[src/rtl/key_pkg.sv]
// Shared definitions for the multi-key debouncer: channel state encoding and counter widths.
// Latency: n/a (types and constants only).
// Backpressure: n/a.
package key_pkg;

  localparam int CNT_W = 4;
  localparam int RPT_W = 8;

  typedef enum logic [1:0] {
    IDLE      = 2'd0,
    PRESS_CHK = 2'd1,
    HELD      = 2'd2,
    REL_CHK   = 2'd3
  } state_e;

  // The debounced level is "pressed" while held or while a release is still unconfirmed.
  function automatic logic is_down(state_e s);
    return (s == HELD) || (s == REL_CHK);
  endfunction

endpackage

[src/rtl/key_debounce_ch.sv]
// Single-key debounce FSM; advances only on sample ticks, optional auto-repeat (KEY_DEBOUNCE_REPEAT_EN).
// Latency: level and pulses register on the clk edge that ends the accepting tick cycle.
// Backpressure: none; pulses are one clk wide and are not held.
module key_debounce_ch
  import key_pkg::*;
#(
  parameter int STABLE_CNT = 3
`ifdef KEY_DEBOUNCE_REPEAT_EN
  ,
  parameter int REPEAT_DELAY = 25,
  parameter int REPEAT_RATE  = 5
`endif
) (
  input  logic clk,
  input  logic rst,
  input  logic tick,
  input  logic pressed,
  output logic key_level,
  output logic key_press,
  output logic key_release,
  output logic key_repeat
);

  localparam logic [CNT_W-1:0] STABLE_V = CNT_W'(STABLE_CNT);

  state_e           state_q, state_d;
  logic [CNT_W-1:0] cnt_q, cnt_d, cnt_inc;
  logic             level_q, level_d;
  logic             press_q, press_d;
  logic             release_q, release_d;

  // Next-state: only tick cycles may move the FSM; pulses default low otherwise.
  always_comb begin
    state_d   = state_q;
    cnt_d     = cnt_q;
    press_d   = 1'b0;
    release_d = 1'b0;
    cnt_inc   = cnt_q + 1'b1;
    if (tick) begin
      case (state_q)
        IDLE: begin
          if (pressed) begin
            state_d = PRESS_CHK;
            cnt_d   = CNT_W'(1);
          end
        end
        PRESS_CHK: begin
          if (!pressed) begin
            state_d = IDLE;
            cnt_d   = '0;
          end else if (cnt_inc == STABLE_V) begin
            state_d = HELD;
            cnt_d   = '0;
            press_d = 1'b1;
          end else begin
            cnt_d = cnt_inc;
          end
        end
        HELD: begin
          if (!pressed) begin
            state_d = REL_CHK;
            cnt_d   = CNT_W'(1);
          end
        end
        REL_CHK: begin
          if (pressed) begin
            state_d = HELD;
            cnt_d   = '0;
          end else if (cnt_inc == STABLE_V) begin
            state_d   = IDLE;
            cnt_d     = '0;
            release_d = 1'b1;
          end else begin
            cnt_d = cnt_inc;
          end
        end
        default: begin
          state_d = IDLE;
          cnt_d   = '0;
        end
      endcase
    end
    level_d = is_down(state_d);
  end

  // State, counter and registered outputs; reset forces everything quiet at once.
  always_ff @(posedge clk or posedge rst) begin
    if (rst) begin
      state_q   <= IDLE;
      cnt_q     <= '0;
      level_q   <= 1'b0;
      press_q   <= 1'b0;
      release_q <= 1'b0;
    end else begin
      state_q   <= state_d;
      cnt_q     <= cnt_d;
      level_q   <= level_d;
      press_q   <= press_d;
      release_q <= release_d;
    end
  end

  assign key_level   = level_q;
  assign key_press   = press_q;
  assign key_release = release_q;

`ifdef KEY_DEBOUNCE_REPEAT_EN
  localparam logic [RPT_W-1:0] DELAY_V = RPT_W'(REPEAT_DELAY);
  localparam logic [RPT_W-1:0] WRAP_V  = RPT_W'(REPEAT_DELAY + REPEAT_RATE);

  logic [RPT_W-1:0] rpt_q, rpt_d, rpt_inc;
  logic             rep_q, rep_d;

  // Repeat count: runs on held ticks, freezes in REL_CHK, and after the first repeat
  // folds back to DELAY so each later repeat lands RATE ticks after the previous one.
  always_comb begin
    rpt_d   = rpt_q;
    rep_d   = 1'b0;
    rpt_inc = rpt_q + 1'b1;
    if (tick) begin
      if (state_q == HELD && pressed) begin
        if (rpt_inc == DELAY_V) begin
          rep_d = 1'b1;
          rpt_d = rpt_inc;
        end else if (rpt_inc == WRAP_V) begin
          rep_d = 1'b1;
          rpt_d = DELAY_V;
        end else begin
          rpt_d = rpt_inc;
        end
      end else if (state_d == IDLE || (state_q == PRESS_CHK && state_d == HELD)) begin
        rpt_d = '0;
      end
    end
  end

  // Repeat counter and registered repeat pulse.
  always_ff @(posedge clk or posedge rst) begin
    if (rst) begin
      rpt_q <= '0;
      rep_q <= 1'b0;
    end else begin
      rpt_q <= rpt_d;
      rep_q <= rep_d;
    end
  end

  assign key_repeat = rep_q;
`else
  assign key_repeat = 1'b0;
`endif

endmodule

[src/rtl/key_debounce.sv]
// Multi-key debouncer: syncs raw keys and the slow sample wave, turns its rising edges into ticks (KEY_DEBOUNCE_REPEAT_EN adds auto-repeat).
// Latency: STABLE_CNT ticks plus 3 clk from a clean key edge to level/pulse.
// Backpressure: none; outputs are free-running levels and single-cycle pulses.
module key_debounce
  import key_pkg::*;
#(
  parameter int N_KEYS     = 4,
  parameter int STABLE_CNT = 3,
  parameter int ACTIVE_LOW = 1
`ifdef KEY_DEBOUNCE_REPEAT_EN
  ,
  parameter int REPEAT_DELAY = 25,
  parameter int REPEAT_RATE  = 5
`endif
) (
  input  logic              clk,
  input  logic              rst,
  input  logic              slow_clk,
  input  logic [N_KEYS-1:0] key_raw,
  output logic [N_KEYS-1:0] key_level,
  output logic [N_KEYS-1:0] key_press,
  output logic [N_KEYS-1:0] key_release,
  output logic [N_KEYS-1:0] key_repeat
);

  // Pin value of a released key on this board.
  localparam logic REL_VAL = (ACTIVE_LOW != 0);

  logic [N_KEYS-1:0] key_s1_q, key_s1_d, key_s2_q, key_s2_d;
  logic              slow_s1_q, slow_s1_d, slow_s2_q, slow_s2_d, slow_dly_q, slow_dly_d;
  logic              tick;
  logic [N_KEYS-1:0] pressed;

  // Synchroniser and edge-delay inputs.
  always_comb begin
    key_s1_d   = key_raw;
    key_s2_d   = key_s1_q;
    slow_s1_d  = slow_clk;
    slow_s2_d  = slow_s1_q;
    slow_dly_d = slow_s2_q;
  end

  // Keys reset to "released"; slow wave resets high so no tick fires straight out of reset.
  always_ff @(posedge clk or posedge rst) begin
    if (rst) begin
      key_s1_q   <= {N_KEYS{REL_VAL}};
      key_s2_q   <= {N_KEYS{REL_VAL}};
      slow_s1_q  <= 1'b1;
      slow_s2_q  <= 1'b1;
      slow_dly_q <= 1'b1;
    end else begin
      key_s1_q   <= key_s1_d;
      key_s2_q   <= key_s2_d;
      slow_s1_q  <= slow_s1_d;
      slow_s2_q  <= slow_s2_d;
      slow_dly_q <= slow_dly_d;
    end
  end

  assign tick    = slow_s2_q & ~slow_dly_q;
  assign pressed = key_s2_q ^ {N_KEYS{REL_VAL}};

  for (genvar g = 0; g < N_KEYS; g++) begin : g_ch
    key_debounce_ch #(
      .STABLE_CNT(STABLE_CNT)
`ifdef KEY_DEBOUNCE_REPEAT_EN
      ,
      .REPEAT_DELAY(REPEAT_DELAY),
      .REPEAT_RATE (REPEAT_RATE)
`endif
    ) u_ch (
      .clk        (clk),
      .rst        (rst),
      .tick       (tick),
      .pressed    (pressed[g]),
      .key_level  (key_level[g]),
      .key_press  (key_press[g]),
      .key_release(key_release[g]),
      .key_repeat (key_repeat[g])
    );
  end

endmodule
[config.mk]
export PLATFORM = sky130hd
export DESIGN_NAME = key_debounce
export DESIGN_NICKNAME = d
export VERILOG_FILES = /design/src/rtl/key_pkg.sv /design/src/rtl/key_debounce_ch.sv /design/src/rtl/key_debounce.sv
export SDC_FILE = /design/constraint.sdc
export NUM_CORES = 1
export LEC_CHECK = 0
export ABC_AREA = 1
export CELL_PAD_IN_SITES_DETAIL_PLACEMENT = 1
export CELL_PAD_IN_SITES_GLOBAL_PLACEMENT = 1
export CORE_AREA = 2 2 69 87
export CTS_BUF_LIST = sky130_fd_sc_hd__clkbuf_16
export CTS_CLUSTER_DIAMETER = 120
export DETAILED_ROUTE_END_ITERATION = 8
export DIE_AREA = 0 0 71 89
export HOLD_SLACK_MARGIN = 0.02
export PLACE_DENSITY = 0.73
export SETUP_SLACK_MARGIN = 0.5
export SLEW_MARGIN = 20
export SYNTH_ARGS = -nofsm -noshare
export SYNTH_HDL_FRONTEND = slang
export SYNTH_SLANG_ARGS = --single-unit
[constraint.sdc]
create_clock -name clk -period 1.8 [get_ports clk]
set_input_delay 0.27 -clock clk [delete_from_list [all_inputs] [get_ports clk]]
set_output_delay 0.27 -clock clk [all_outputs]
set_load 0.005 [all_outputs]
# After elaboration in Yosys (flattened, before gate mapping)

Index checks and enable logic that the tools add are counted.

Add/sub/neg operators: 4
Equality and inequality tests: 32
Muxes and demuxes: 84
Bitwise operators: 3
Reductions and logical operators: 12

Operators by type and width:

| cell                                          | count |
|---|---|
| 2-to-1 mux 4 bit                              | 20 |
| one-hot mux 4 bit (4 select lines)            | 4 |
| 2-to-1 mux 2 bit                              | 28 |
| == test 2 bit, second input constant          | 16 |
| one-hot mux 2 bit (4 select lines)            | 4 |
| 2-to-1 mux 1 bit                              | 28 |
| adder 4 x 1 -> 4 bit, second input constant   | 4 |
| == test 4 x 2 -> 1 bit, second input constant | 4 |
| != test 2 bit, second input constant          | 8 |
| AND reduction 3 bit                           | 4 |
| == test 2 x 1 -> 1 bit, second input constant | 4 |
| logical NOT 2 bit                             | 4 |
| logical OR 1 bit                              | 4 |
| inverter 4 bit                                | 1 |
| bitwise AND 1 bit                             | 1 |
| inverter 1 bit                                | 1 |

Register bits: 47
Bits of input ports: 7
Output and inout bits: 16
Logic and storage cells: 160

# Logic depth before layout (Yosys ltp)

Gate-level depths: netlist of run 1.

Depth after elaboration: 8
Depth in mapped cells: 9
Mapped depth without buffers: 9

# Cells and area by module

From an unflattened synthesis of run 1, not the netlist that was laid out.

Cell total of the unflattened synthesis: 265
Area, all modules: 2,265.9 µm²

Modules (own cells, without submodules):

| module                              | instances | cells an instance | area each (µm²) | sequential area each (µm²) |
|---|---|---|---|---|
| key_debounce_ch at g_ch[0].u_ch ... | 3         | 62                | 489.2           | 225.2 |
| key_debounce_ch at g_ch[3].u_ch     | 1         | 61                | 480.5           | 225.2 |
| key_debounce                        | 1         | 18                | 317.8           | 289.0 |

# Least setup slack after synthesis of run 1

OpenSTA, ideal clock, no wires.

Path kind: reg2reg
Start point: reg g_ch[1].u_ch.cnt_q[0]
End point: reg g_ch[1].u_ch.cnt_q[0]
Library setup time: 0.120 ns
Arrival: 1.188 ns
Data required time: 1.680 ns
Slack: 0.492 ns
Stages on the path, launching flop included: 6
Path buffers: 0
Clock period less this slack: 1.308 ns
Path through: dfrtp_1 ha_1 xor2_1 nor2_1 nand3_2 and3_1

Longest elaborated chain between the ends: 5
Elaborated cells between the ends (all ways): 6
Those cells by class: add/sub: 1; eq/ne: 1; mux: 4

RTL lines:

| item                                       | line                                         | text |
|---|---|---|
| start, declared                            | key_debounce_ch.sv:27                        | `logic [CNT_W-1:0] cnt_q, cnt_d, cnt_inc;` |
| start signal, assigned                     | key_debounce_ch.sv:96                        | `cnt_q <= cnt_d;` |
| adder 4 x 1 -> 4 bit *                     | key_debounce_ch.sv:38                        | `cnt_inc = cnt_q + 1'b1;` |
| == test 4 x 2 -> 1 bit                     | key_debounce_ch.sv:51, key_debounce_ch.sv:69 |  |
| 2-to-1 mux 4 bit *                         | key_debounce_ch.sv:51, key_debounce_ch.sv:69 |  |
| 2-to-1 mux 4 bit, on equally long branches | key_debounce_ch.sv:66, key_debounce_ch.sv:48 |  |
| one-hot mux 4 bit (4 select lines) *       | key_debounce_ch.sv:40                        | `case (state_q)` |

Every way passes the cells marked *; elsewhere a longest branch is shown, timed or not.
A chain may end at the register's enable or synchronous reset.

# Worst setup path after layout of run 1

Start point: reg g_ch[3].u_ch.cnt_q[0]
End point: reg g_ch[3].u_ch.state_q[1]

Longest elaborated chain between the ends: 6
Elaborated cells between the ends (all ways): 8
Those cells by class: add/sub: 1; eq/ne: 1; mux: 6

RTL lines:

| item                                       | line                                         | text |
|---|---|---|
| start, declared                            | key_debounce_ch.sv:27                        |  |
| start signal, assigned                     | key_debounce_ch.sv:96                        |  |
| adder 4 x 1 -> 4 bit *                     | key_debounce_ch.sv:38                        |  |
| == test 4 x 2 -> 1 bit *                   | key_debounce_ch.sv:51, key_debounce_ch.sv:69 |  |
| 2-to-1 mux 2 bit, on equally long branches | key_debounce_ch.sv:69, key_debounce_ch.sv:51 |  |
| 2-to-1 mux 2 bit, on equally long branches | key_debounce_ch.sv:66, key_debounce_ch.sv:48 |  |
| one-hot mux 2 bit (4 select lines) *       | key_debounce_ch.sv:40                        |  |
| 2-to-1 mux 2 bit *                         | key_debounce_ch.sv:39                        | `if (tick) begin` |
| via g_ch[3].u_ch.state_d[1]                | key_debounce_ch.sv:26                        | `state_e state_q, state_d;` |
| end signal, assigned                       | key_debounce_ch.sv:95                        | `state_q <= state_d;` |
| end, declared                              | key_debounce_ch.sv:26                        |  |

Mark *: on every way through the listed nets, which the timed path passes. The rest lies on a longest branch.

==> results of run 1 <==
## synthesized netlist by cell type
library cell / count
inv_4: 1
nand4_2: 1
nor2_4: 4
o22ai_1: 1
nand3_2: 3
buf_4: 17
nor3_1: 1
nor2_8: 1
dfrtp_1: 36
xor2_1: 5
xor2_2: 1
ha_1: 8
and3_1: 2
nor2_1: 18
nor2_2: 1
inv_1: 39
dfstp_2: 11
conb_1: 1
a21oi_2: 1
o21ai_2: 1
or2_1: 2
o21ai_0: 10
inv_2: 3
nand3_1: 12
nand4_1: 6
nand2_2: 5
nand2_1: 58
o21ai_1: 3
## metrics by stage
step	hold slack, ns	power [uW]
global placement	0.346	2220
global route	0.361	3790
CTS	0.357	3490
floorplan	0.274	2050
finish	0.355	3540
detailed placement	0.348	2270
## metal layers
layer | global-route usage, % | vias up | part of all wire (%)
met1 | 18.9 | 801 | 40
li1 | - | 799 | -
met3 | 4.85 | 7 | 4.1
met4 | 6.17 | 0 | 1.4
met2 | 28.1 | 27 | 54
met5 | 0 | - | 0
## what timing repair did
item                                   in CTS  in global routing
setup endpoints to repair                  47                 36
endpoints found under the hold margin       0                  0
resized for setup                          42                 22
setup buffers                              14                  1
pin swaps                                  22                 22
## cell type report
cell class	instances	area [um^2]	area share [%]
inverter	43	168	5.74
multi-input combinational	148	996	34.1
clock inverter	2	37.5	1.28
sequential	47	1190	40.8
timing repair buffer	35	324	11.1
tap	64	80.1	2.74
clock buffer	5	125	4.28
## flip-flops by register name (all words and copies together) (netlist names), 4 cells and up
register               count
g_ch.u_ch.key_level        4
g_ch.u_ch.key_release      4
g_ch.u_ch.state_q          8
g_ch.u_ch.cnt_q           16
key_s2_q                   4
g_ch.u_ch.key_press        4
key_s1_q                   4
## logic make-up after synthesis
logic type               Yosys count  share of synthesized area (%)
AO/OA/AOI/OAI                     16                           3.88
XOR/XNOR                           6                           2.62
adder cells (fa/ha/maj)            8                           4.37
buffers and inverters             60                           12.7
flip-flops                        47                           51.9
other                              1                          0.164
AND/OR/NAND/NOR                  114                           24.3
## worst paths after layout
path                                       start                       to  slack (ns)  cells after the start
setup / recovery           g_ch[3].u_ch.cnt_q[0]  g_ch[3].u_ch.state_q[1]        0.42                      7
hold / removal                       key_s1_q[0]              key_s2_q[0]        0.36                      0
setup reg to reg           g_ch[3].u_ch.cnt_q[0]  g_ch[3].u_ch.state_q[1]        0.42                      7
hold reg to reg                      key_s1_q[0]              key_s2_q[0]        0.36                      0
max in group asynchronous                    rst              key_s2_q[3]        1.14                      3
min in group asynchronous                    rst    g_ch[0].u_ch.cnt_q[1]        0.38                      3
## report_power, final
part           internal, uW  leakage (uW)  switching [uW]
sequential             1280      0.000592             199
clock                   647     0.0000759             385
combinational           444      0.000838             593
total                  2370       0.00151            1180
==> reports/summary.txt, run 1 <==
cell total after placement = 322
Max FO, Critical Path = 4
core area = 0.00544 mm^2
WP data arrival = 1.56 ns
Initial DRC Count = 73
Pwr Density = 1210 mW/mm^2
Layout area overhead = 27.5%
final hold vios = 0
Die Width = 71 um
leading area contributor after synthesis = dfrtp_1
design area = 0.00292 mm^2
Layout Utilization = 53.7%
grt total ovfl = 0
worst path required time = 1.98 ns
Post-DRT Antenna Nets = 0
Crit Path Category = reg2reg
Layout Nets = 295
diode count = 0
placed wire-length estimate = 3030 um
FMAX = 724 MHz
CTS clk-pin slew, worst paths = 0.06 ns
Filler cells = 613
CTS buffer count = 5
dpl ws = 0.291 ns
cell count after synthesis = 252
slowest CP cell = dfrtp_1
synthesized area per cell = 9.10 um^2
vias in the first global route = 1707
Tot GR Track Use = 16.1%
Die Footprint = 0.00632 mm^2
WL/cell = 13.4 um
DRT Wirelength = 4620 um
Yosys top cell area share = 39.3%
fin crit share = 76.8%
Fin Setup TNS = 0 ns
number of max-cap violations = 0
worst-path cell chain = ha_2, xor2_1, nor2_2, nand3_2, nand2_1, nand2_1, inv_1
CTS tree = done
most used cell along the critical path = nand2_1
Via Count = 1634
fin cells = 344
Critical Path Max Stage Delay = 0.42 ns
row count = 30
Synth Warn # = 0
CTS Hold Bufs = 0
register area share after synthesis = 51.9%
status = finished clean
worst setup margin = 0.418 ns
Final Skew = 0.00470 ns
Top Family by Delay on Critical Path = flip-flops
Crit. End Element = register
Area contributors post-synth = dfrtp_1 39%, dfstp_2 13%, nand2_1 9.5%
Clock Tree Root = clkbuf_16
clock tree buffer depth = 2
Initial Util = 42.1%
most common cell after layout, fill and taps aside = nand2_1
RSZ-0062 raised after global routing = yes
endpoints failing setup = 0
commonest non-fill, non-tap cells in the layout = 49 x nand2_1, 34 x inv_1, 34 x dfrtp_1, 14 x nor2_1, 12 x dlygate4sd2_1
I/O pins = 23
CTS sink count = 47
DRC Markers = 0
largest net degree at the start of global routing = 48
Final Max Slew Viols = 0
synthesized area = 0.00229 mm^2
Distinct cells, synth = 28
VDD IR-drop max = 0.568 mV
Clock Latency Late Sink = 0.29 ns
worst hold path type = reg2reg
initial antenna violation count = 0
fraction of layout cells with a size suffix above 1 = 32.9%
Leak Pwr = 0.00151 uW
global-route wire length before repair = 7800 um
DP Area = 0.00247 mm^2
routability cong. = 0.770
IO buf count = 18
Yosys reg bits = 47
CTS H-tree lvls = 2
die height = 89 um
Buf/Inv on CP = 1
crit path launch type = register
DR vias/cell = 4.75
drt first pass iters = 4
min Tclk post-route = 1.38 ns
(Power assumes the default switching activity.)
==> inputs of run 2 (changes only) <==
clock period = 1.4 ns   (was 1.8 ns; I/O delays follow)
==> reports/summary.txt, run 2 (same netlist as run 1, synthesis figures left out) <==
Pwr Density = 1560 mW/mm^2 (+29%)
IO buf count = 18 (unchanged)
CTS tree = done
grt total ovfl = 0 (unchanged)
VDD IR-drop max = 0.799 mV (+41%)
Layout area overhead = 24.9%
largest net degree at the start of global routing = 32 (-33%)
CTS H-tree lvls = 2 (unchanged)
Layout Nets = 297 (+0.68%)
Leak Pwr = 0.00147 uW (-2.2%)
Critical Path Max Stage Delay = 0.54 ns (+0.12 ns)
FMAX = 719 MHz (-0.72%)
final hold vios = 0 (unchanged)
combinational share of power = 33.1% (+3.8 points)
most used cell along the critical path = nor2_4
most common cell after layout, fill and taps aside = nand2_1
global-route wire length before repair = 8380 um (+7.4%)
initial antenna violation count = 0 (unchanged)
Clock Power Share = 24.8% (-4.3 points)
Clock Tree Root = clkbuf_16
WP data arrival = 1.57 ns (about the same)
number of max-cap violations = 0 (unchanged)
min Tclk post-route = 1.39 ns (+0.0101 ns)
Crit Path Category = reg2reg
Initial Util = 42.1% (unchanged)
placed wire-length estimate = 3220 um (+6.4%)
Filler cells = 623 (+1.6%)
worst path required time = 1.57 ns (-0.41 ns)
largest register by flop count = g_ch.u_ch.cnt_q
slowest CP cell = dfstp_2
commonest non-fill, non-tap cells in the layout = 47 x nand2_1, 36 x inv_1, 34 x dfrtp_1, 17 x buf_4, 15 x nand2_2
worst-path cell chain = inv_2, nor2_4, inv_6, nor2_4, nand3_2, and3_1
Worst Setup SP = slow_dly_d
Tot GR Track Use = 17.2% (+1.1 points)
DRC Markers = 0 (unchanged)
Sw Pwr = 1530 uW (+30%)
Die Width = 71 um (unchanged)
worst hold path type = in2async
status = finished clean
R2R Path End = g_ch[1].u_ch.cnt_q[0]
routability cong. = 0.793 (+3.0%)
crit path launch type = register
DR vias/cell = 4.81 (+1.3%)
CTS clk-pin slew, worst paths = 0.06 ns (about the same)
Fin Setup TNS = 0 ns (unchanged)
diode count = 0 (unchanged)
CTS buffer count = 5 (unchanged)
dpl ws = -0.0241 ns (-0.315 ns)
Die Footprint = 0.00632 mm^2 (unchanged)
Crit. End Element = register
WL/cell = 13.7 um (+2.3%)
switch share = 34.2% (+1.0 points)
fraction of layout cells with a size suffix above 1 = 39.2% (+6.4 points)
Seq pwr share = 42.2% (+0.6 points)
I/O pins = 23 (unchanged)
worst setup margin = 0.00826 ns (-0.410 ns)
R2R Path Start = slow_dly_d
DRT Wirelength = 4770 um (+3.2%)
max reg flops = 16 (unchanged)
die height = 89 um (unchanged)
WHS = 0.313 ns (-0.0426 ns)
endpoints failing setup = 0 (unchanged)
Max FO, Critical Path = 5 (+1)
internal power = 2940 uW (+24%)
drt first pass iters = 4 (unchanged)
R2R Setup Slk = 0.008 ns (-0.41 ns)
clock tree buffer depth = 2 (unchanged)
fin crit share = 99.4% (+23 points)
Post-DRT Antenna Nets = 0 (unchanged)
reg2reg path depth = 6 (-1)
Clock Latency Late Sink = 0.29 ns (about the same)
row count = 30 (unchanged)
Initial DRC Count = 64 (-12%)
Layout Utilization = 52.6% (-1.1 points)
Final Max Slew Viols = 0 (unchanged)
Largest regs = g_ch.u_ch.cnt_q: 16 flops, g_ch.u_ch.state_q: 8 flops
RSZ-0062 raised after global routing = yes
vias in the first global route = 1863 (+9.1%)
core area = 0.00544 mm^2 (unchanged)
Final Skew = 0.00711 ns (+0.00241 ns)
CTS sink count = 47 (unchanged)
Via Count = 1669 (+2.1%)
## run 2: cell types whose count changed in the layout (fill, tap and decap cells not counted), sizes merged
cell | before | now
buf | 17 | 31
dlygate4sd2 | 12 | 0
inv | 42 | 45
bufinv | 1 | 0
clkinvlp | 2 | 1
## run 2: layout make-up
| cell class | instances | area, um^2 | area share [%] |
|---|---|---|---|
| clock buffers | 5 | 125 | 4.37 |
| clock inverters | 3 | 11.3 | 0.393 |
| inverters | 43 | 173 | 6.03 |
| multi-input cells | 148 | 995 | 34.7 |
| flip-flops and latches | 47 | 1190 | 41.6 |
| well taps | 64 | 80.1 | 2.80 |
| repair buffers | 37 | 288 | 10.0 |
## run 2: layer usage
metal  track usage (%)  share of wire (%)  wire, um
met1              18.8                 40      1890
met2              31.9                 55      2630
met3              3.27                2.9       140
met4              8.75                2.2       107
met5                 0                  0         0
## run 2: critical path: cells and delay by family (launching register included)
kind	cells	cell delay, ns
flops	1	0.54
buf+inv	2	0.12
simple gates	4	0.62
## run 2: what timing repair did
item | CTS | global route
gates resized for setup | 77 | 14
endpoints found under the setup margin | 48 | 48
hold buffers | 0 | 0
setup buffers | 9 | 2
pin swaps | 18 | 8
## run 2: power groups by stage
| stage | combinational [uW] | sequential, uW | clock (uW) |
|---|---|---|---|
| floorplan | 827 | 1840 | 0 |
| global placement | 1060 | 1880 | 0 |
| detailed placement | 1120 | 1890 | 0 |
| CTS | 1360 | 1880 | 1150 |
| global route | 1680 | 1920 | 1210 |
| finish | 1480 | 1890 | 1110 |
## run 2: through the flow
step / power, uW / instance area (um^2) / std cells
6_report: 4470 / 2860 / 347
5_1_grt: 4810 / 2860 / 347
4_1_cts: 4390 / 2800 / 345
3_5_place_dp: 3020 / 2560 / 328
3_3_place_gp: 2940 / 2560 / 328
2_1_floorplan: 2670 / 2350 / 255
## run 2: how the worst max path moves through the flow
stage | to | slack (ns) | cells past startpoint
floorplan | g_ch[1].u_ch.cnt_q[0] | 0.10 | 5
global route | g_ch[0].u_ch.state_q[1] | -0.09 | 7
global placement | g_ch[1].u_ch.cnt_q[0] | 0.008 | 5
CTS | g_ch[3].u_ch.cnt_q[0] | 0.009 | 6
detailed placement | g_ch[3].u_ch.cnt_q[0] | -0.02 | 5
finish | g_ch[1].u_ch.cnt_q[0] | 0.008 | 6
